### config.mk
export PLATFORM = sky130hd
export DESIGN_NAME = alu_arbiter
export DESIGN_NICKNAME = d
export VERILOG_FILES = /design/src/rtl/alu_arbiter.sv
export SDC_FILE = /design/constraint.sdc
export NUM_CORES = 1
export LEC_CHECK = 0
export CAP_MARGIN = 0
export CORE_MARGIN = 2
export CORE_UTILIZATION = 30
export CTS_CLUSTER_DIAMETER = 200
export DETAILED_ROUTE_END_ITERATION = 8
export DONT_BUFFER_PORTS = 1
export PLACE_DENSITY = 0.48
export SKIP_LAST_GASP = 1
export SYNTH_ARGS = -nofsm -noshare
export SYNTH_HDL_FRONTEND = slang
export SYNTH_SLANG_ARGS = --single-unit
### constraint.sdc
create_clock -name clk -period 1.3 [get_ports clk]
set_input_delay 0.195 -clock clk [delete_from_list [all_inputs] [get_ports clk]]
set_output_delay 0.195 -clock clk [all_outputs]
set_load 0.005 [all_outputs]
### src/rtl/alu_arbiter.sv
// alu_arbiter: two-requester round-robin front end for a single shared ALU.
// Handles one transaction at a time through IDLE -> ISSUE -> CAPTURE.
// The operands and opcode are registered toward the ALU. The result and the
// done pulse are registered back to the requester that won the grant.
// Optional build macro: ALU_ARB_STATS_EN adds saturating 8-bit grant counters
// (grant_cnt0/grant_cnt1).

// Per-requester return path: result register, done pulse, optional counter.
module alu_arbiter_slot #(
    parameter int WIDTH = 4
) (
    input  logic             clk,
    input  logic             rst,
    input  logic             cap,
    input  logic [WIDTH-1:0] alu_result,
    output logic             done,
    output logic [WIDTH-1:0] result
`ifdef ALU_ARB_STATS_EN
    ,
    output logic [7:0]       grant_cnt
`endif
);

    // Capture the ALU result and raise done for the single cycle that follows CAPTURE.
    always_ff @(posedge clk or posedge rst) begin
        if (rst) begin
            done   <= 1'b0;
            result <= '0;
        end else begin
            done <= cap;
            if (cap) result <= alu_result;
        end
    end

`ifdef ALU_ARB_STATS_EN
    // Count completions for this requester. The count saturates so it cannot wrap.
    always_ff @(posedge clk or posedge rst) begin
        if (rst)                          grant_cnt <= 8'd0;
        else if (cap && grant_cnt != 8'hff) grant_cnt <= grant_cnt + 8'd1;
    end
`endif

endmodule

module alu_arbiter #(
    parameter int WIDTH = 4
) (
    input  logic             clk,
    input  logic             rst,
    input  logic             req0,
    input  logic             req1,
    input  logic [2:0]       op0,
    input  logic [2:0]       op1,
    input  logic [WIDTH-1:0] A0,
    input  logic [WIDTH-1:0] B0,
    input  logic [WIDTH-1:0] A1,
    input  logic [WIDTH-1:0] B1,
    output logic [2:0]       alu_op,
    output logic [WIDTH-1:0] alu_A,
    output logic [WIDTH-1:0] alu_B,
    input  logic [WIDTH-1:0] alu_result,
    output logic             done0,
    output logic             done1,
    output logic [WIDTH-1:0] result0,
    output logic [WIDTH-1:0] result1,
    output logic             busy
`ifdef ALU_ARB_STATS_EN
    ,
    output logic [7:0]       grant_cnt0,
    output logic [7:0]       grant_cnt1
`endif
);

    localparam int NUM_REQ = 2;

    typedef enum logic [1:0] {IDLE, ISSUE, CAPTURE} state_t;

    state_t                            state;
    logic                              gnt;   // requester owning the in-flight op
    logic                              ptr;   // preferred requester when both ask
    logic                              sel;
    logic [NUM_REQ-1:0][2:0]           op;
    logic [NUM_REQ-1:0][WIDTH-1:0]     a, b, res;
    logic [NUM_REQ-1:0]                cap, done;
`ifdef ALU_ARB_STATS_EN
    logic [NUM_REQ-1:0][7:0]           cnt;
`endif

    assign op = {op1, op0};
    assign a  = {A1, A0};
    assign b  = {B1, B0};

    // Pick the winner. A lone requester always wins; on a tie the pointer decides.
    always_comb begin
        sel = req1;
        if (req0 && req1) sel = ptr;
    end

    // Transaction FSM. The ALU-facing registers hold their values outside a grant.
    always_ff @(posedge clk or posedge rst) begin
        if (rst) begin
            state  <= IDLE;
            gnt    <= 1'b0;
            ptr    <= 1'b0;
            busy   <= 1'b0;
            alu_op <= '0;
            alu_A  <= '0;
            alu_B  <= '0;
        end else begin
            case (state)
                IDLE: if (req0 || req1) begin
                    gnt    <= sel;
                    alu_op <= op[sel];
                    alu_A  <= a[sel];
                    alu_B  <= b[sel];
                    busy   <= 1'b1;
                    state  <= ISSUE;
                end
                ISSUE: state <= CAPTURE;
                CAPTURE: begin
                    ptr   <= ~gnt;
                    busy  <= 1'b0;
                    state <= IDLE;
                end
                default: begin
                    busy  <= 1'b0;
                    state <= IDLE;
                end
            endcase
        end
    end

    for (genvar i = 0; i < NUM_REQ; i++) begin : g_slot
        assign cap[i] = (state == CAPTURE) && (gnt == 1'(i));
        alu_arbiter_slot #(.WIDTH(WIDTH)) u_slot (
            .clk        (clk),
            .rst        (rst),
            .cap        (cap[i]),
            .alu_result (alu_result),
            .done       (done[i]),
            .result     (res[i])
`ifdef ALU_ARB_STATS_EN
            ,
            .grant_cnt  (cnt[i])
`endif
        );
    end

    assign done0   = done[0];
    assign done1   = done[1];
    assign result0 = res[0];
    assign result1 = res[1];
`ifdef ALU_ARB_STATS_EN
    assign grant_cnt0 = cnt[0];
    assign grant_cnt1 = cnt[1];
`endif

endmodule

==> qor.yml <==
critical_path:
  cpMostUsedCell: "nor2b_4"
  startpoint_type: "flip-flop"
  cp.required_ns: 1.46
  end_kind: "flip-flop"
  cp_slowest_stage_delay_ns: 0.39
  cp_slowest_cell: "dfrtp_1"
  critPathMaxFanout: 5
  critical_path_arrival_ns: 1.43
  worstPathCellList: "nor2b_4, nor2b_4, mux2_2"
  path_class: "reg2reg"
routing:
  ant_nets: 0
  viasPerCell: 5.291
  first_pass_iters: 4
  wl_per_cell_um: 18.17
  via_count: 799
  drt_wl_total_um: 2744
  drt_iter0_drc: 35
  drc_errors: 0
sta:
  fmax_ghz: 0.7862
  drv_slew: 0
  finClkSkew_ns: 0.007767
  fin_crit_sh_pct: 97.84
  timing.final.ws_setup_ns: 0.02802
  setup_viol: 0
  worst_slew_pin_slew_ns: 0.3362
  fin_crit_ns: 1.272
  whs_ns: 0.07343
  slew-limit-headroom_pct: 77.59
  hold_viol: 0
  rsz0062_at_grt: "yes"
power_and_ir_drop:
  p_leak_nw: 0.5158
  p_per_area_nw_per_um2: 2358
  ir_drop_mv: 0.5990
yosys:
  yosys.area.top_type: "dfrtp_1"
  synth_area_um2: 1136
  synth-seq-cells: 26
  synth_common_cells: "dfrtp_1 (26), o21ai_0 (12), a21oi_1 (11), a31oi_1 (11), nand3_1 (11)"
  async_flop_share_pct: 100.0
  synth_top_area_share_pct: 57.27
  yosysUniqueCellTypes: 22
  synth_nets: 133
  yosysSeqAreaShare_pct: 57.27
  syn_area_per_cell_um2: 11.03
  synth_edf_count: 0
  synth.top_cells.by_area: "dfrtp_1 (57%), mux2_2 (7.9%), a31oi_1 (6.1%)"
  ys.flop_type: "dfrtp_1"
  yosys_warnings: 0
  synthCells: 103
  synth_most_common_cell: "dfrtp_1"
global_route:
  grtUsageTotal_pct: 13.83
  grt_pass1_wl_um: 4347
  grt_max_degree: 27
  grt_overflow_total: 0
  antenna_found_initial: 0
  grt_pass1_vias: 809
final_layout:
  post-route-util_pct: 33.90
  instances_no_fill: 151
  layout.nets: 135
  postLayoutCellArea_um2: 1241
  n_antenna_cell: 0
  drive_gt1_share_pct: 20.39
  fill_cells: 366
  areaGrowthSynthToFinish_pct: 9.251
floorplanning:
  placement_rows: 22
  design.portCount: 52
  dieHeight_um: 65.54
  initial_core_util_pct: 31.03
  die_area_um2: 4295
  die_x_um: 65.54
  core_area_um2: 3661
place:
  numPortBuffers: 0
  gp_congestion: 0.6792
  dp_hpwl_um: 1911
  dp_worst_setup_slack_ns: 0.02612
  dp.cells: 146
  place_area_um2: 1167
run:
  maxCapViolCount: 0
clock_tree:
  cts_tree: "done"
  clock-sinks: 26
  cts_root_buf: "clkbuf_8"
  cts.htree.levels: 1
  cts.path.max_buffers: 2
  clk_latency_ns: 0.27
  cts.clk_slew.worst_paths_ns: 0.08
  cts_buffers: 3
outcome:
  outcome: "complete, no violations"
hold_path:
  hold_path_class: "in2reg"
-- placed cells by master, fill, tap and decap left out, drive strengths merged, types with 2 or more instances in the layout --
cell type  count
nand3         11
clkbuf         3
mux2           8
nand2          2
a31oi         11
buf            4
a21oi         11
dfrtp         26
nor2b          4
o21ai         12
inv            5
-- where the power goes --
| group | internal, mW | switching [mW] |
|---|---|---|
| sequential | 1.21 | 0.328 |
| clock | 0.208 | 0.247 |
| combinational | 0.464 | 0.468 |
-- logic make-up after synthesis --
group,count (synthesis),share of synthesized area (%)
flip-flops,26,57.27
buffers and inverters,13,6.167
AO/OA/AOI/OAI,36,17.73
multiplexers,8,7.930
AND/OR/NAND/NOR,20,10.90
-- routing by layer --
| layer | GRT usage, % | wire [µm] | vias to the layer above |
|---|---|---|---|
| met5 | 0 | 0 | - |
| met4 | 6.510 | 50 | 0 |
| met3 | 4.795 | 213 | 4 |
| met2 | 19.90 | 1331 | 28 |
| met1 | 18.54 | 1149 | 395 |
| li1 | - | - | 372 |
-- state kept, by name, indices dropped and copies added (netlist names) --
| name | count |
|---|---|
| g_slot.u_slot.done | 2 |
| state | 2 |
| g_slot.u_slot.result | 8 |
| alu_A | 4 |
| ptr | 1 |
| alu_op | 3 |
| gnt | 1 |
| busy | 1 |
| alu_B | 4 |
-- worst max-delay path, delay by kind of cell (launching register included) --
family	cells	cell delay, ns
flip-flops	1	0.39
multiplexers	1	0.36
AND/OR/NAND/NOR	2	0.41
-- stage by stage --
stage          TNS (ns)  power, mW
5_1_grt         -0.2354      3.166
2_1_floorplan         0      2.260
6_report              0      2.926
4_1_cts               0      2.915
3_3_place_gp          0      2.408
3_5_place_dp          0      2.454
-- cell type report --
cell class	count	area [µm²]	share of cell area, %
Multi-Input combinational cell	64	430.4	34.68
Inverter	5	18.77	1.512
Sequential cell	26	650.6	52.42
Tap cell	48	60.06	4.839
Timing Repair Buffer	5	40.04	3.226
Clock buffer	3	41.29	3.327
-- final timing paths --
kind / startpoint / endpoint / slack (ns) / depth (start not counted)
max: state[1] / g_slot[0].u_slot.result[0] / 0.03 / 3
max in group asynchronous: rst / busy / 0.63 / 3
min: alu_result[3] / g_slot[0].u_slot.result[3] / 0.07 / 1
min reg2reg: state[1] / state[1] / 0.48 / 1
max reg2reg: state[1] / g_slot[0].u_slot.result[0] / 0.03 / 3
min in group asynchronous: rst / alu_A[3] / 0.41 / 3
-- timing repair --
item                                    CTS  global route
buffers inserted                          0             1
resized for setup                         0             4
hold endpoints to repair                 26             0
endpoints found under the setup margin    0            12
hold buffers                              1             0
No activity file was read; power rests on OpenSTA's default activity.
